## config.mk

```make
export PLATFORM = sky130hd
export DESIGN_NAME = output_writeback
export DESIGN_NICKNAME = d
export VERILOG_FILES = /design/src/rtl/output_writeback_pkg.sv /design/src/rtl/sync_fifo.sv /design/src/rtl/output_writeback.sv
export SDC_FILE = /design/constraint.sdc
export NUM_CORES = 2
export LEC_CHECK = 0
export ABC_AREA = 0
export CORE_UTILIZATION = 35
export CTS_BUF_LIST = sky130_fd_sc_hd__clkbuf_4
export DETAILED_ROUTE_END_ITERATION = 10
export DONT_BUFFER_PORTS = 1
export SYNTH_ARGS = -nofsm -noshare
export SYNTH_HDL_FRONTEND = slang
export SYNTH_SLANG_ARGS = --single-unit
export TNS_END_PERCENT = 50
```

## constraint.sdc

```tcl
create_clock -name clk -period 13.5 [get_ports clk]
set_input_delay 2.7 -clock clk [delete_from_list [all_inputs] [get_ports clk]]
set_output_delay 2.7 -clock clk [all_outputs]
set_load 0.05 [all_outputs]
```

## src/rtl/output_writeback_pkg.sv

```systemverilog
// Shared types for the output write-back buffer: FSM state and buffered result entry.
// Latency: n/a (types only).
// Backpressure: n/a (types only).
package output_writeback_pkg;

   // Native result word width; the top's DATA_WIDTH is cast onto this field.
   localparam int WB_DATA_WIDTH = 32;

   typedef enum logic [1:0] {
      IDLE   = 2'd0,
      STREAM = 2'd1,
      DRAIN  = 2'd2,
      DONE   = 2'd3
   } wb_state_t;

   typedef struct packed {
      logic [WB_DATA_WIDTH-1:0] data;
      logic [31:0]              x;
      logic [31:0]              y;
      logic [31:0]              ch;
   } wb_entry_t;

endpackage

```

## src/rtl/sync_fifo.sv

```systemverilog
// Generic first-word-fall-through FIFO with a registered head word.
// Latency: a push at edge N is visible on rdata/!empty after edge N.
// Backpressure: caller must never push when full without a pop, nor pop when empty.
// Ports: clk, arst_in (async, active high), push/pop strobes, wdata in, rdata head out,
//        full/empty/count status, all derived from registers.
module sync_fifo #(
   parameter int WIDTH = 8,
   parameter int DEPTH = 8
) (
   input  logic                     clk,
   input  logic                     arst_in,
   input  logic                     push,
   input  logic                     pop,
   input  logic [WIDTH-1:0]         wdata,
   output logic [WIDTH-1:0]         rdata,
   output logic                     full,
   output logic                     empty,
   output logic [$clog2(DEPTH):0]   count
);

   localparam int AW = $clog2(DEPTH);

   logic [WIDTH-1:0] mem [DEPTH];
   logic [AW-1:0]    wr_ptr;
   logic [AW-1:0]    rd_ptr;
   logic [AW-1:0]    rd_ptr_n;
   logic [AW:0]      count_n;

   assign full  = (count == (AW+1)'(DEPTH));
   assign empty = (count == '0);

   always_comb begin
      rd_ptr_n = pop ? rd_ptr + 1'b1 : rd_ptr;
      count_n  = count + (AW+1)'(push) - (AW+1)'(pop);
   end

   // Storage is deliberately left unreset.
   always_ff @(posedge clk) begin
      if (push) begin
         mem[wr_ptr] <= wdata;
      end
   end

   // The head register is preloaded with whatever will sit at the read pointer after
   // this edge; a push into an otherwise-empty queue bypasses the memory. When the
   // queue goes empty the head simply keeps the last word handed out.
   always_ff @(posedge clk or posedge arst_in) begin
      if (arst_in) begin
         wr_ptr <= '0;
         rd_ptr <= '0;
         count  <= '0;
         rdata  <= '0;
      end else begin
         if (push) begin
            wr_ptr <= wr_ptr + 1'b1;
         end
         rd_ptr <= rd_ptr_n;
         count  <= count_n;
         if (count_n != '0) begin
            rdata <= (push && (wr_ptr == rd_ptr_n)) ? wdata : mem[rd_ptr_n];
         end
      end
   end

endmodule

```

## src/rtl/output_writeback.sv

```systemverilog
// Captures controller results with (x,y,ch) into a FIFO and streams them out over valid/ready.
// Latency: 1 cycle from in_valid pulse to out_valid/out_*; no combinational in->out path.
// Backpressure: controller cannot stall; almost_full warns early, a push into a full FIFO is dropped and flagged.
// Ports: clk, arst_in; start; in_valid/in_data/in_x/in_y/in_ch from controller;
//        out_valid/out_ready/out_data/out_x/out_y/out_ch to consumer;
//        status fill_level, almost_full, overflow, protocol_err, all_done.
module output_writeback
   import output_writeback_pkg::*;
#(
   parameter int DATA_WIDTH         = WB_DATA_WIDTH,
   parameter int FIFO_DEPTH         = 8,
   parameter int AF_MARGIN          = 2,
   parameter int FEATURE_MAP_WIDTH  = 1024,
   parameter int FEATURE_MAP_HEIGHT = 1024,
   parameter int OUTPUT_NB_CHANNELS = 64
) (
   input  logic                          clk,
   input  logic                          arst_in,
   input  logic                          start,
   input  logic                          in_valid,
   input  logic [DATA_WIDTH-1:0]         in_data,
   input  logic [31:0]                   in_x,
   input  logic [31:0]                   in_y,
   input  logic [31:0]                   in_ch,
   output logic                          out_valid,
   input  logic                          out_ready,
   output logic [DATA_WIDTH-1:0]         out_data,
   output logic [31:0]                   out_x,
   output logic [31:0]                   out_y,
   output logic [31:0]                   out_ch,
   output logic [$clog2(FIFO_DEPTH):0]   fill_level,
   output logic                          almost_full,
   output logic                          overflow,
   output logic                          protocol_err,
   output logic                          all_done
);

   wb_state_t state;
   wb_entry_t wr_entry;
   wb_entry_t rd_entry;
   logic      fifo_full;
   logic      fifo_empty;
   logic      accepting;
   logic      is_last;
   logic      push;
   logic      pop;

   assign accepting = (state == STREAM) || (state == DRAIN);
   assign is_last   = (in_x  == 32'(FEATURE_MAP_WIDTH  - 1)) &&
                      (in_y  == 32'(FEATURE_MAP_HEIGHT - 1)) &&
                      (in_ch == 32'(OUTPUT_NB_CHANNELS - 1));
   assign pop       = !fifo_empty && out_ready;
   // A full FIFO still accepts when the head leaves in the same cycle.
   assign push      = in_valid && accepting && (!fifo_full || pop);

   always_comb begin
      wr_entry      = '0;
      wr_entry.data = WB_DATA_WIDTH'(in_data);
      wr_entry.x    = in_x;
      wr_entry.y    = in_y;
      wr_entry.ch   = in_ch;
   end

   sync_fifo #(
      .WIDTH ($bits(wb_entry_t)),
      .DEPTH (FIFO_DEPTH)
   ) u_fifo (
      .clk     (clk),
      .arst_in (arst_in),
      .push    (push),
      .pop     (pop),
      .wdata   (wr_entry),
      .rdata   (rd_entry),
      .full    (fifo_full),
      .empty   (fifo_empty),
      .count   (fill_level)
   );

   assign out_valid   = !fifo_empty;
   assign out_data    = DATA_WIDTH'(rd_entry.data);
   assign out_x       = rd_entry.x;
   assign out_y       = rd_entry.y;
   assign out_ch      = rd_entry.ch;
   assign almost_full = (FIFO_DEPTH - int'(fill_level)) <= AF_MARGIN;
   assign all_done    = (state == DONE);

   // Sticky flags: start clears them, but an error in the same cycle wins.
   always_ff @(posedge clk or posedge arst_in) begin
      if (arst_in) begin
         state        <= IDLE;
         overflow     <= 1'b0;
         protocol_err <= 1'b0;
      end else begin
         overflow     <= (overflow && !start) ||
                         (in_valid && accepting && fifo_full && !pop);
         protocol_err <= (protocol_err && !start) || (in_valid && !accepting);
         case (state)
            IDLE:    if (start) state <= STREAM;
            STREAM:  if (push && is_last) state <= DRAIN;
            // Empty with nothing arriving: the last result has been consumed.
            DRAIN:   if (fifo_empty && !push) state <= DONE;
            DONE:    if (start) state <= STREAM;
            default: state <= IDLE;
         endcase
      end
   end

endmodule
```

* Yosys cells after proc, flatten, opt, wreduce, memory -nomap -nowiden *
Memory sizes are Yosys's and may differ from the RTL's. A register that Yosys moved wholly into a read port is not among the register bits.
Cells that the tools add are included.
W data, S select, Z words.

cells by class
  add/subtract/negate cells = 5
  magnitude comparators = 1
  equality and inequality tests = 10
  muxes and demuxes = 7
  reduce and logical (&&, ||, !) cells = 27

operators by type and width
  kind                    number
  $eq A32 B10 Y1 const B  2
  $eq A32 B6 Y1 const B   1
  $logic_and A1 B1 Y1     12
  $add A3 B1 Y3 const B   2
  $logic_not A1 Y1        6
  $mux W2                 3
  $ne A2 B1 Y1 const B    3
  $pmux W2 S3             1
  $le A5 B3 Y1 const B    1
  $sub A4 B4 Y5 const A   1
  $add A4 B1 Y4           1
  $eq A2 B2 Y1 const B    2
  $eq A4 B4 Y1 const B    1
  $logic_not A4 Y1        1
  $logic_or A1 B1 Y1      4
  $reduce_bool A4 Y1      1
  $sub A4 B1 Y4           1
  $mux W3                 1
  $reduce_and A3 Y1       1
  $eq A2 B1 Y1 const B    1
  $logic_not A2 Y1        1
  $mux W1                 2
  $reduce_or A2 Y1        1

word-level totals
  register bits after elaboration = 14
  memory bits (writable) = 1024
  input port bits = 133
  output and inout bits = 137
  word-level logic and storage cells = 57
  memories kept = 1

memory list
  name        words  bits a word  rd ports  clocked after Yosys merged registers in  write ports  RTL line         source
  u_fifo.mem  8      128          1         1                                        1            sync_fifo.sv:23  logic [WIDTH-1:0] mem [DEPTH];

* Depth between registers and ports, before layout *
  depth after elaboration = 9
  depth in mapped cells = 17

* Cells and area by module *
Synthesis repeated with hierarchy kept, for this count alone.

second synthesis, totals
  cell total of the unflattened synthesis = 3837
  area, all modules = 55748.5 sq um

modules (own cells, without submodules)
  module            instances  cells an instance  area each (sq um)
  sync_fifo         1          3765               55161.7
  output_writeback  1          72                 586.8

* Worst setup path before layout *
Ideal clock, no wire load.

  kind = input-to-reg
  start = input port out_ready
  end = memory u_fifo.mem[0][0] (netlist name), enable pin
  setup time = 0.772 ns
  data arrival time = 11.955 ns
  data required time = 12.728 ns
  setup slack = 0.773 ns
  stages on the path = 4
  cells stage by stage = nand2b_1 > a31oi_2 > nand2b_1 > nor3_1

between the ends
  cells in the longest elaborated chain, start to end = 5

RTL lines
  element                        RTL line                source
  start, declared                output_writeback.sv:26  input logic out_ready,
  $logic_and A1 B1 Y1            output_writeback.sv:52  assign pop = !fifo_empty && out_ready;
  $logic_or A1 B1 Y1             output_writeback.sv:54  assign push = in_valid && accepting && (!fifo_full || pop);
  $logic_and A1 B1 Y1            output_writeback.sv:54
  via push                       output_writeback.sv:45  logic push;
  $mux W1                        sync_fifo.sv:39         if (push) begin
  $mux W1 (not written as such)  sync_fifo.sv:40         mem[wr_ptr] <= wdata;
  end, declared                  sync_fifo.sv:23

The timed path passes the listed nets, and every way through them passes these cells.

* Final worst setup path *
  start = register u_fifo.count[1]
  end = output port almost_full

between the ends
  cells in the longest elaborated chain, start to end = 2

RTL lines
  element                 RTL line                source
  start, declared         sync_fifo.sv:18         output logic [$clog2(DEPTH):0] count
  start signal, assigned  sync_fifo.sv:58         count <= count_n;
  $sub A4 B4 Y5           output_writeback.sv:84  assign almost_full = (FIFO_DEPTH - int'(fill_level)) <= AF_MARGIN;
  $le A5 B3 Y1            output_writeback.sv:84
  end, declared           output_writeback.sv:32  output logic almost_full,

Every way passes these cells.

==> flow_summary.json <==
{
  "hold_class": "reg -> reg",
  "dp_hpwl_um": 78700,
  "multi_input_area_um2": 20300,
  "synth_top_area_share_pct": 55.0,
  "cts_sinks": 1166,
  "drive_gt1_share_pct": 21.9,
  "stdcell_count": 6083,
  "num_io_pins": 270,
  "path_buf_inv": 1,
  "synth_cell_types": 47,
  "antenna_found_initial": 3,
  "crit_start": "u_fifo.count[1]",
  "initial_utilization_pct": 35.3,
  "pwr-share-clk_pct": 20.9,
  "r2r_cells": 15,
  "grt_pass1_vias": 34100,
  "p_int_mw": 9.47,
  "status": "finished, final reports clean",
  "crit_path_max_incr_delay_ps": 740,
  "hold_violations": 0,
  "grt_max_degree": 125,
  "post_cts_resized": 0,
  "dr.pass1.iters": 5,
  "synth_top_area_cell": "edfxtp_1",
  "io_buffers": 0,
  "drtIter0Drc": 2033,
  "num-nets-final": 3901,
  "grt_pass1_wl_um": 218000,
  "tightestPinTransition_ps": 1270,
  "tns_ps": 0,
  "cts_tree": "done",
  "drcViolationCount": 0,
  "clkTransAtPathRegs_ps": 60,
  "synth_common_cells": "1024 x edfxtp_1, 1019 x mux2i_1, 390 x nand2_1",
  "synth_most_common_cell": "edfxtp_1",
  "avgSynthCellArea_um2": 15.5,
  "overflow": 0,
  "cp.required_ps": 10800,
  "arrival_ps": 3470,
  "core_um2": 158000,
  "ys_seq_area_share_pct": 61.4,
  "yosys-top-cells-area": "edfxtp_1 55%, mux2i_1 18%, mux4_2 10%",
  "reg2reg_slack_ps": 7890,
  "rsz0062_at_grt": "no",
  "setup_viol": 0,
  "seq_area_um2": 34300,
  "switching_share_pct": 40.0,
  "fmax_mhz": 162,
  "clock_skew_ps": 148,
  "fp.dieW_um": 402,
  "cp_slowest_cell": "dfrtp_1",
  "numCtsBuffers": 335,
  "finalCriticalPeriod_ps": 6170,
  "ys_warn_count": 0,
  "ir_worst_vdd_uv": 286,
  "wl_per_cell_um": 24.1,
  "syn_inst": 3606,
  "grt_usage_pct": 18.1,
  "crit-reg2reg-launch": "u_fifo.count[1]",
  "vias_per_cell": 5.35,
  "p_leak_nw": 23.4,
  "dieArea_um2": 161000,
  "syn_to_final_growth_pct": 11.2,
  "die_h_um": 402,
  "synth_ff_type": "edfxtp_1",
  "cp_cell_sequence": "inv_1 > ha_1 > xor2_1 > o21ai_0 > o311ai_0 > mux2_2",
  "wl_um": 146000,
  "whs_endpoint": "u_fifo.wr_ptr[0]",
  "cts_root_buf": "clkbuf_4",
  "seq_power_share_pct": 36.3,
  "placedCellCount": 5487,
  "worstSetupStartpointType": "flip-flop",
  "layout_worst_path_cycle_share_pct": 45.7,
  "cts_max_level": 5,
  "pre_cts_slack_ps": 6340,
  "synth_area_um2": 55900,
  "synth_nets": 3755,
  "nFillCells": 14700,
  "hold_depth": 1,
  "ys_seq_elements": 1166,
  "setup_slack_ps": 7330,
  "drv_slew": 0,
  "antenna_left": 0,
  "row_count": 146,
  "via_count": 32500,
  "max-clock-path-buffers": 4,
  "crit_fanout": 6,
  "power.density_nw_per_um2": 254,
  "pwr-share-comb_pct": 42.8,
  "synth_edf_count": 1024,
  "p_switching_mw": 6.33,
  "cts_hold_buf": 0,
  "relSlewSlack_pct": 15.4,
  "min_from": "u_fifo.wr_ptr[0]",
  "clock_latency_ps": 1370,
  "crit_family": "flip-flops",
  "cts_setup_buffers": 0,
  "max_cap_violations": 0,
  "worstSetupPathType": "reg -> out",
  "end_kind": "output port",
  "place.gp.congestion": 0.693,
  "synthArstFlopShare_pct": 12.2,
  "totalPowerFinal_mw": 15.8,
  "r2r_end": "u_fifo.rdata[71]"
}
[kinds of logic (layout without fill, tap and decap cells)]
| kind of cell | count (synthesis) | after routing | synth area share (%) |
|---|---|---|---|
| multiplexers | 1277 | 1277 | 28.6 |
| buffers and inverters | 281 | 681 | 2.47 |
| other | 0 | 5 | 0 |
| adder cells (fa/ha/maj) | 16 | 16 | 0.372 |
| flip-flops | 1166 | 1166 | 61.4 |
| AO/OA/AOI/OAI | 154 | 154 | 1.74 |
| AND/OR/NAND/NOR | 702 | 702 | 5.25 |
| XOR/XNOR | 10 | 10 | 0.170 |
[worst max path at each step]
stage,depth (start not counted),slack [ps],to
2_1_floorplan,4,770,u_fifo.mem[0][0]
3_3_place_gp,13,6350,u_fifo.rdata[79]
3_5_place_dp,12,6340,u_fifo.rdata[73]
4_1_cts,6,7080,almost_full
5_1_grt,6,7010,almost_full
6_report,6,7330,almost_full
[cell usage in the layout, fill, tap and decap left out, types with 5 or more instances in the layout]
master / count
a31oi_1: 126
buf_12: 5
buf_4: 62
clkbuf_4: 510
clkinv_1: 61
clkinv_2: 11
dfrtp_1: 140
diode_2: 5
edfxtp_1: 1024
ha_1: 14
inv_1: 19
inv_2: 5
mux2i_1: 1019
mux4_2: 255
nand2_1: 390
nand2b_1: 5
nand3_1: 127
nand4_1: 8
nor2_1: 134
nor2_4: 6
nor4_1: 12
nor4b_1: 6
o21ai_0: 10
o22ai_1: 5
xor2_1: 5
[state kept, by name, indices dropped and copies added (netlist names)]
name,cells
overflow,1
protocol_err,1
state,2
u_fifo.count,4
u_fifo.mem,1024
u_fifo.rd_ptr,3
u_fifo.rdata,128
u_fifo.wr_ptr,3
[area by class of cell]
| cell class | count | share of cell area [%] |
|---|---|---|
| tap | 2072 | 4.17 |
| clock inverter | 81 | 0.687 |
| inverter | 23 | 0.163 |
| antenna | 5 | 0.0201 |
| multi-input combinational | 2159 | 32.6 |
| timing repair buffer | 67 | 0.910 |
| clock buffer | 510 | 6.16 |
| sequential | 1166 | 55.2 |
[power by group through the flow]
| stage | Sequential (mW) | Clock, mW | Combinational, mW |
|---|---|---|---|
| after detailed placement | 5.82 | 0 | 6.85 |
| final | 5.74 | 3.30 | 6.77 |
| after CTS | 5.75 | 3.42 | 6.85 |
| after global routing | 5.81 | 3.60 | 7.33 |
| after global placement | 5.81 | 0 | 6.75 |
| after floorplan | 5.69 | 0 | 5.40 |
[stage by stage]
stage                     hold slack [ps]  instance area [um2]  util [%]
final                                 559                62100      39.2
after global placement                547                57800      36.5
after CTS                             560                62100      39.2
after detailed placement              547                57800      36.5
after global routing                  612                62100      39.2
after floorplan                       516                55900         -
[routing by layer]
layer / vias up / share of wire [%] / track usage [%]
met5: - / 0 / 0
met4: 0 / 2.5 / 6.66
met3: 256 / 5.9 / 4.90
met2: 811 / 50 / 30.4
met1: 16900 / 42 / 22.3
li1: 14600 / - / -
No activity file was read; power rests on OpenSTA's default activity.
